[config.mk]
export PLATFORM = sky130hd
export DESIGN_NAME = uart_tx_ctrl
export DESIGN_NICKNAME = d
export VERILOG_FILES = /design/src/rtl/uart_pkg.sv /design/src/rtl/uart_tx_fifo.sv /design/src/rtl/uart_tx_ctrl.sv
export SDC_FILE = /design/constraint.sdc
export NUM_CORES = 1
export LEC_CHECK = 0
export BUFFER_PORTS_ARGS = -buffer_cell sky130_fd_sc_hd__buf_2
export CAP_MARGIN = 20
export CORE_MARGIN = 1.5
export CORE_UTILIZATION = 35
export CTS_CLUSTER_DIAMETER = 120
export DETAILED_ROUTE_END_ITERATION = 16
export PLACE_DENSITY = 0.53
export SETUP_SLACK_MARGIN = 0.2
export SYNTH_ARGS = -nofsm -noshare
export SYNTH_HDL_FRONTEND = slang
export SYNTH_SLANG_ARGS = --single-unit
[constraint.sdc]
create_clock -name clk -period 2.83 [get_ports clk]
set_clock_uncertainty 0.1 [all_clocks]
set_input_delay 0.4245 -clock clk [delete_from_list [all_inputs] [get_ports clk]]
set_output_delay 0.4245 -clock clk [all_outputs]
set_load 0.005 [all_outputs]
[src/rtl/uart_pkg.sv]
// rtl/uart_pkg.sv - shared types and helpers for the UART transmitter
package uart_pkg;

    localparam int UART_DATA_BITS = 8;

    typedef enum logic [2:0] {
        IDLE,
        START,
        DATA,
        PARITY,
        STOP
    } tx_state_t;

    function automatic int clks_per_bit(input int clk_hz, input int baud);
        return clk_hz / baud;
    endfunction

endpackage

[src/rtl/uart_tx_fifo.sv]
// rtl/uart_tx_fifo.sv - byte FIFO between the CPU handshake and the serializer
module uart_tx_fifo #(
    parameter int DEPTH = 4
) (
    input  logic                     clk,
    input  logic                     rst_n,
    input  logic                     push,
    input  logic                     pop,
    input  logic [7:0]               wdata,
    output logic [7:0]               rdata,
    output logic [$clog2(DEPTH):0]   count,
    output logic                     full,
    output logic                     empty
);

    localparam int AW = $clog2(DEPTH);

    logic [7:0]    mem [DEPTH];
    logic [AW-1:0] wr_ptr;
    logic [AW-1:0] rd_ptr;

    // DEPTH is a power of two, so pointers wrap by natural overflow.
    always_ff @(posedge clk or negedge rst_n) begin
        if (!rst_n) begin
            wr_ptr <= '0;
            rd_ptr <= '0;
            count  <= '0;
        end else begin
            if (push) begin
                wr_ptr <= wr_ptr + 1'b1;
            end
            if (pop) begin
                rd_ptr <= rd_ptr + 1'b1;
            end
            case ({push, pop})
                2'b10:   count <= count + 1'b1;
                2'b01:   count <= count - 1'b1;
                default: count <= count;
            endcase
        end
    end

    always_ff @(posedge clk) begin
        if (push) begin
            mem[wr_ptr] <= wdata;
        end
    end

    assign rdata = mem[rd_ptr];
    assign full  = (count == (AW + 1)'(DEPTH));
    assign empty = (count == '0);

endmodule

[src/rtl/uart_tx_ctrl.sv]
// rtl/uart_tx_ctrl.sv - buffered 8N1/8N2 UART transmitter; parity frame via UART_TX_PARITY_EN
module uart_tx_ctrl
    import uart_pkg::*;
#(
    parameter int CLK_HZ     = 100_000_000,
    parameter int BAUD       = 9600,
    parameter int FIFO_DEPTH = 4,
    parameter int STOP_BITS  = 1,
    parameter int PARITY_ODD = 0
) (
    input  logic                          clk,
    input  logic                          rst_n,
    input  logic                          tx_valid,
    input  logic [7:0]                    tx_data,
    output logic                          tx_ready,
    output logic                          uart_tx,
    output logic                          tx_busy,
    output logic [$clog2(FIFO_DEPTH):0]   fifo_cnt
);

    localparam int CPB = clks_per_bit(CLK_HZ, BAUD);
    localparam int BW  = (CPB > 1) ? $clog2(CPB) : 1;
    localparam logic [BW-1:0] BAUD_LAST = BW'(CPB - 1);
    localparam logic [2:0]    DATA_LAST = 3'(UART_DATA_BITS - 1);
    localparam logic [2:0]    STOP_LAST = 3'(STOP_BITS - 1);

    generate
        if (CPB < 2) begin : g_bad_baud
            $error("uart_tx_ctrl: CLK_HZ/BAUD must be at least 2");
        end
        if ((FIFO_DEPTH < 2) || ((FIFO_DEPTH & (FIFO_DEPTH - 1)) != 0)) begin : g_bad_depth
            $error("uart_tx_ctrl: FIFO_DEPTH must be a power of two >= 2");
        end
        if ((STOP_BITS != 1) && (STOP_BITS != 2)) begin : g_bad_stop
            $error("uart_tx_ctrl: STOP_BITS must be 1 or 2");
        end
        if ((PARITY_ODD != 0) && (PARITY_ODD != 1)) begin : g_bad_parity
            $error("uart_tx_ctrl: PARITY_ODD must be 0 or 1");
        end
    endgenerate

    tx_state_t   state;
    logic [BW-1:0] baud_cnt;
    logic [2:0]  bit_idx;
    logic [7:0]  shift;
`ifdef UART_TX_PARITY_EN
    logic        parity_bit;
`endif

    logic        push;
    logic        pop;
    logic        baud_wrap;
    logic        fifo_full;
    logic        fifo_empty;
    logic [7:0]  fifo_rdata;

    assign tx_ready  = ~fifo_full;
    assign push      = tx_valid & tx_ready;
    assign baud_wrap = (baud_cnt == BAUD_LAST);
    // The last stop cycle may reload directly so consecutive frames abut.
    assign pop       = ~fifo_empty &
                       ((state == IDLE) ||
                        ((state == STOP) && baud_wrap && (bit_idx == STOP_LAST)));
    assign tx_busy   = (state != IDLE) | ~fifo_empty;

    uart_tx_fifo #(
        .DEPTH (FIFO_DEPTH)
    ) u_fifo (
        .clk   (clk),
        .rst_n (rst_n),
        .push  (push),
        .pop   (pop),
        .wdata (tx_data),
        .rdata (fifo_rdata),
        .count (fifo_cnt),
        .full  (fifo_full),
        .empty (fifo_empty)
    );

    always_ff @(posedge clk or negedge rst_n) begin
        if (!rst_n) begin
            state    <= IDLE;
            baud_cnt <= '0;
            bit_idx  <= '0;
            shift    <= '0;
            uart_tx  <= 1'b1;
`ifdef UART_TX_PARITY_EN
            parity_bit <= 1'b0;
`endif
        end else if (pop) begin
            state    <= START;
            baud_cnt <= '0;
            bit_idx  <= '0;
            shift    <= fifo_rdata;
            uart_tx  <= 1'b0;
`ifdef UART_TX_PARITY_EN
            parity_bit <= (^fifo_rdata) ^ 1'(PARITY_ODD);
`endif
        end else begin
            case (state)
                IDLE: begin
                    uart_tx <= 1'b1;
                end
                START: begin
                    if (baud_wrap) begin
                        baud_cnt <= '0;
                        state    <= DATA;
                        uart_tx  <= shift[0];
                    end else begin
                        baud_cnt <= baud_cnt + 1'b1;
                    end
                end
                DATA: begin
                    if (baud_wrap) begin
                        baud_cnt <= '0;
                        if (bit_idx == DATA_LAST) begin
                            bit_idx <= '0;
`ifdef UART_TX_PARITY_EN
                            state   <= PARITY;
                            uart_tx <= parity_bit;
`else
                            state   <= STOP;
                            uart_tx <= 1'b1;
`endif
                        end else begin
                            bit_idx <= bit_idx + 1'b1;
                            shift   <= shift >> 1;
                            uart_tx <= shift[1];
                        end
                    end else begin
                        baud_cnt <= baud_cnt + 1'b1;
                    end
                end
`ifdef UART_TX_PARITY_EN
                PARITY: begin
                    if (baud_wrap) begin
                        baud_cnt <= '0;
                        state    <= STOP;
                        uart_tx  <= 1'b1;
                    end else begin
                        baud_cnt <= baud_cnt + 1'b1;
                    end
                end
`endif
                STOP: begin
                    uart_tx <= 1'b1;
                    if (baud_wrap) begin
                        baud_cnt <= '0;
                        if (bit_idx == STOP_LAST) begin
                            bit_idx <= '0;
                            state   <= IDLE;
                        end else begin
                            bit_idx <= bit_idx + 1'b1;
                        end
                    end else begin
                        baud_cnt <= baud_cnt + 1'b1;
                    end
                end
                default: begin
                    state   <= IDLE;
                    uart_tx <= 1'b1;
                end
            endcase
        end
    end

endmodule

## After elaboration in Yosys (flattened, before gate mapping)

Memory sizes are Yosys's and may differ from the RTL's.
Index checks and enable logic that the tools add are counted.

- $add $sub $neg: 6
- Equal/unequal tests: 15
- Muxes and demuxes: 28
- Bitwise gates (word level): 5
- Reductions and logical operators: 17

Operators by type and width:

| cell | number |
|---|---|
| $mux W14 | 3 |
| $mux W3 | 11 |
| $mux W8 | 4 |
| $add A14 B1 Y14 const B | 1 |
| $eq A14 B14 Y1 const B | 1 |
| $ne A3 B2 Y1 const B | 4 |
| $pmux W3 S2 | 2 |
| $pmux W3 S4 | 1 |
| $eq A3 B3 Y1 const B | 3 |
| $logic_not A3 Y1 | 3 |
| $reduce_bool A2 Y1 | 4 |
| $add A3 B1 Y3 const B | 2 |
| $mux W1 | 6 |
| $reduce_and A3 Y1 | 2 |
| $reduce_and A6 Y1 | 1 |
| $reduce_bool A3 Y1 | 2 |
| $add A2 B1 Y2 const B | 2 |
| $ne A2 B1 Y1 const B | 2 |
| $eq A3 B1 Y1 const B | 1 |
| $eq A3 B2 Y1 const B | 1 |
| $ne A3 B1 Y1 const B | 1 |
| $reduce_or A3 Y1 | 1 |
| $sub A3 B1 Y3 const B | 1 |
| $and A1 B1 Y1 | 2 |
| 8 further kinds | 10 |

- Flip-flop bits (word level): 36
- Memory bits (writable): 32
- Input port bits: 11
- Output and inout bits: 6
- Word-level logic and storage cells: 80
- Memories: 1

Memories:

| memory | depth | bits a word | rd ports | clocked after memory_dff | write ports | RTL line | text |
|---|---|---|---|---|---|---|---|
| u_fifo.mem | 4 | 8 | 1 | 0 | 1 | uart_tx_fifo.sv:18 | `logic [7:0] mem [DEPTH];` |

## Depth between registers and ports, before layout

- Word-level depth: 7
- Gate-level depth with buffers: 12
- Gate-level depth less buffers: 11

## By module

Synthesis repeated with hierarchy kept, for this count alone.

- Cell total of the unflattened synthesis: 262
- Area total of the unflattened synthesis: 3214.3 sq um

By module, submodules not included:

| module | times used | cells each | area an instance (sq um) | seq. area each (sq um) |
|---|---|---|---|---|
| uart_tx_ctrl | 1 | 183 | 1662.8 | 726.9 |
| uart_tx_fifo | 1 | 79 | 1551.5 | 1136.1 |

## Worst setup path after synthesis

Ideal clock, no wire load.

- Path type: flip-flop to flip-flop
- Start point: reg bit_idx[0]
- End point: reg u_fifo.count[2]
- Setup time: 0.079 ns
- Arrival time: 2.401 ns
- Data required time: 2.651 ns
- Setup slack: 0.250 ns
- Stages on the path, launching flop included: 13
- Buffers on the path: 1
- Clock period less this slack: 2.580 ns
- Cells stage by stage: dfrtp_1 inv_1 ha_1 nor4bb_1 nand4b_1 a21oi_1 buf_2 ha_1 inv_1 fa_1 xor2_1 nor2_1 xor2_1

- Word-level cells in the longest chain between the ends: 6
- Elaborated cells on any way between the ends: 8
- Classes of those cells: eq/ne: 2; mux: 1; bitwise: 1; reduce/logical: 4

RTL lines:

| element | RTL line | text |
|---|---|---|
| start: declaration | uart_tx_ctrl.sv:44 | `logic [2:0] bit_idx;` |
| start signal: assignment | uart_tx_ctrl.sv:126 | `bit_idx <= bit_idx + 1'b1;` |
| start signal: assignment | uart_tx_ctrl.sv:153 | `bit_idx <= bit_idx + 1'b1;` |
| $logic_not A3 Y1 * | uart_tx_ctrl.sv:63 | `((state == STOP) && baud_wrap && (bit_idx == STOP_LAST)));` |
| $logic_and A1 B1 Y1 * | uart_tx_ctrl.sv:63 |  |
| $logic_or A1 B1 Y1 * | uart_tx_ctrl.sv:62 | `((state == IDLE) \|\|` |
| $and A1 B1 Y1 * | uart_tx_ctrl.sv:61 | `assign pop = ~fifo_empty &` |
| $eq A2 B1 Y1 or $eq A2 B2 Y1 (tied branches) | uart_tx_fifo.sv:35 | `case ({push, pop})` |
| $pmux W3 S2 or $reduce_bool A2 Y1 (tied branches) | -- |  |
| end signal: assignment | uart_tx_fifo.sv:36 | `2'b10: count <= count + 1'b1;` |
| end signal: assignment | uart_tx_fifo.sv:37 | `2'b01: count <= count - 1'b1;` |
| end signal: assignment | uart_tx_fifo.sv:38 | `default: count <= count;` |
| end: declaration | uart_tx_fifo.sv:11 | `output logic [$clog2(DEPTH):0] count,` |

Mark *: on every way between the ends. The rest lies on a longest branch, timed or not.
A chain may end at the register's enable or synchronous reset.

## Final worst setup path

Ends and elaborated chain as after synthesis.

==> results_dict.tcl <==
set metrics [dict create \
    gp_congestion 0.783 \
    run_status "completed" \
    synth_common_cells "35 x dfrtp_1, 32 x edfxtp_1, 29 x nand2_1" \
    p_sw_mw 1.31 \
    placed_cell_area_mm2 0.00350 \
    num_rows 35 \
    avgViaCountPerCell 5.12 \
    drive_above_1_share_pct 23.4 \
    crit_required_ns 3.01 \
    swShare_pct 36.0 \
    cts_buffers 9 \
    fmax_mhz 407 \
    register_area_mm2 0.00186 \
    cts_tree "yes" \
    synthArstFlopShare_pct 52.9 \
    crit_path_end_kind "flip-flop" \
    synth_flop_cell "dfrtp_1" \
    slowest_delay_ns 0.40 \
    final_core_util_pct 41.1 \
    yosysWarnings 0 \
    cts_max_level 3 \
    worst_pin_slew_ns 0.814 \
    hp-class "input pin to async pin" \
    synth_area_leader_cell "edfxtp_1" \
    p_clk_share_pct 22.8 \
    clk_pin_slew_ns 0.09 \
    dieWidth_um 99.7 \
    seq_power_share_pct 42.0 \
    post-place-ws_ns 0.203 \
    die_h_um 99.7 \
    diodes 0 \
    p_comb_share_pct 35.2 \
    critPathMaxFanout 3 \
    drv_cap 0 \
    drt-initial-drc-count 85 \
    rsz0062_at_grt "false" \
    multiInputGateArea_mm2 0.00133 \
    fin_hold_ws_ns 0.0640 \
    grt-ovfl-total 0 \
    irDropWorstVdd_mv 0.422 \
    fillers 850 \
    port_buffers 16 \
    crit_chain "inv_2 > ha_2 > nor4bb_4 > nand4b_1 > a21oi_2 > ha_2 > inv_1 > fa_2 > xor2_1 > nor2_1 > xor2_1" \
    reg2regPathDepth 11 \
    dr_total_vias 2125 \
    leakage_nw 1.51 \
    root_buffer "clkbuf_8" \
    drv_slew 0 \
    finalHoldViolCount 0 \
    final_cell_area_mm2 0.00376 \
    syn_nets 292 \
    dp_hpwl_um 4080 \
    final_nets 320 \
    synth.distinct_cells 51 \
    ant_nets 0 \
    grtUsageTotal_pct 13.3 \
    die_area_mm2 0.00993 \
    synth_seq_area_share_pct 57.0 \
    post_drt_wl_per_cell_um 14.5 \
    setup_violations 0 \
    clockBufferDepth 2 \
    antenna_found_initial 0 \
    period_minus_slack_ns 2.45 \
    firstDrtPassIters 4 \
    crit_arrival_ns 2.63 \
    start_util_pct 35.7 \
    avgSynthCellArea_um2 12.1 \
    area_growth_pct 14.9 \
    ios 17 \
    r2r-start "bit_idx[0]" \
    timing_worst_setup_path_type "flip-flop to flip-flop" \
    r2r_setup_slack_ns 0.38 \
    syn_area_mm2 0.00327 \
    synthTopCellsByArea "edfxtp_1 29%, dfrtp_1 27%, mux4_2 5.5%" \
    yosys_register_bits 68 \
    post-route-period-util_pct 86.7 \
    synth_edf_count 32 \
    hold_buffers 0 \
    crit_family "adder cells" \
    crit_slowest_cell "dfrtp_1" \
    clock_sinks 68 \
    grt_pass1_wl_um 10200 \
    grt_start_max_net_pins 37 \
    timing.final.ws_setup_ns 0.375 \
    p_int_mw 2.32 \
    fin_tns_setup_ns 0 \
    synth_top_area_share_pct 29.4 \
    r2r-end "u_fifo.count[2]" \
    core_area_mm2 0.00915 \
    clk_latency_ns 0.35 \
    drc 0 \
    relSlewSlack_pct 45.7 \
    crit_buf_inv 2 \
    yosysMostFrequentCell "dfrtp_1" \
    synthCells 271 \
    start_kind "flip-flop" \
    grt_pass1_vias 2062 \
    power.density_mw_per_mm2 966 \
    routed_wl_um 6030 \
]
timing repair:
item,CTS,global route
endpoints found under the setup margin,1,2
setup buffers,0,3
endpoints found under the hold margin,0,0
pin swaps,0,2
resized for setup,1,6
placed cells by master (no fill, tap or decap), types with 2 or more instances in the layout:
cell / n
clkinvlp_4: 2
nand4b_1: 3
nand2b_1: 3
inv_1: 8
clkbuf_8: 9
xnor2_1: 5
buf_2: 16
ha_2: 2
nor2_1: 12
xor2_1: 3
nand2_1: 29
nor3_1: 12
nand4_1: 2
ha_1: 7
edfxtp_1: 32
nand3_1: 10
nor3b_1: 2
o21ai_0: 6
nor4_1: 2
o21ai_1: 26
a21oi_1: 5
mux4_2: 8
a211oi_1: 2
nor4_2: 2
dfrtp_1: 35
nor3_2: 2
buf_4: 14
inv_6: 4
and3_1: 6
mux2i_1: 10
cells by family (layout without fill, tap and decap cells):
family | after synthesis | count (layout) | synth area share, %
simple gates | 93 | 93 | 15.5
flops | 68 | 68 | 57.0
compound gates | 50 | 50 | 8.80
buf+inv | 22 | 55 | 3.29
mux | 19 | 19 | 8.91
fa+ha+maj | 11 | 11 | 4.40
xor+xnor | 8 | 8 | 2.14
through the flow:
step | power, mW | cells
detailed placement | 2.81 | 396
finish | 3.63 | 415
global placement | 2.79 | 396
CTS | 3.64 | 412
floorplan | 2.45 | 271
global route | 3.89 | 415
metal layers:
metal | global-route usage [%] | routed length [um] | up-vias
met5 | 0 | 0 | -
met4 | 5.53 | 68 | 0
met3 | 4.08 | 239 | 5
met2 | 20.9 | 2830 | 32
met1 | 17.1 | 2890 | 1035
li1 | - | - | 1053
worst reg2reg max path, cell delays in order, from the launching register on:
cell      delay, ns
dfrtp_1        0.40
inv_2          0.07
ha_2           0.17
nor4bb_4       0.26
nand4b_1       0.18
a21oi_2        0.21
ha_2           0.20
inv_1          0.05
fa_2           0.33
xor2_1         0.15
nor2_1         0.11
xor2_1         0.15
state kept, by name, indices dropped and copies added, names as in the netlist, 2 cells and up:
register       count
u_fifo.mem        32
baud_cnt          14
shift              8
bit_idx            3
state              3
u_fifo.count       3
u_fifo.rd_ptr      2
u_fifo.wr_ptr      2
power by group through the flow:
| stage | logic, mW | registers (mW) | clock network [mW] |
|---|---|---|---|
| 6_report | 1.28 | 1.52 | 0.827 |
| 5_1_grt | 1.43 | 1.57 | 0.892 |
| 4_1_cts | 1.26 | 1.53 | 0.853 |
| 3_5_place_dp | 1.26 | 1.55 | 0 |
| 3_3_place_gp | 1.25 | 1.54 | 0 |
| 2_1_floorplan | 1.00 | 1.45 | 0 |
final cells by class:
cell class                      count  share of cell area [%]
Clock buffer                        9                    3.30
Clock inverter                      7                    2.13
Inverter                            9                   0.899
Multi-Input combinational cell    181                    35.5
Sequential cell                    68                    49.6
Tap cell                          111                    3.70
Timing Repair Buffer               30                    4.93
worst max path at each step:
stage | startpoint | to | slack (ns) | cells after the start
after floorplan | bit_idx[0] | u_fifo.count[2] | 0.25 | 12
after global placement | bit_idx[0] | u_fifo.count[2] | 0.27 | 11
after detailed placement | bit_idx[0] | u_fifo.count[2] | 0.20 | 11
after CTS | bit_idx[0] | u_fifo.count[2] | 0.22 | 11
after global routing | bit_idx[0] | u_fifo.count[2] | 0.23 | 11
final | bit_idx[0] | u_fifo.count[2] | 0.38 | 11
(Power assumes the default switching activity.)
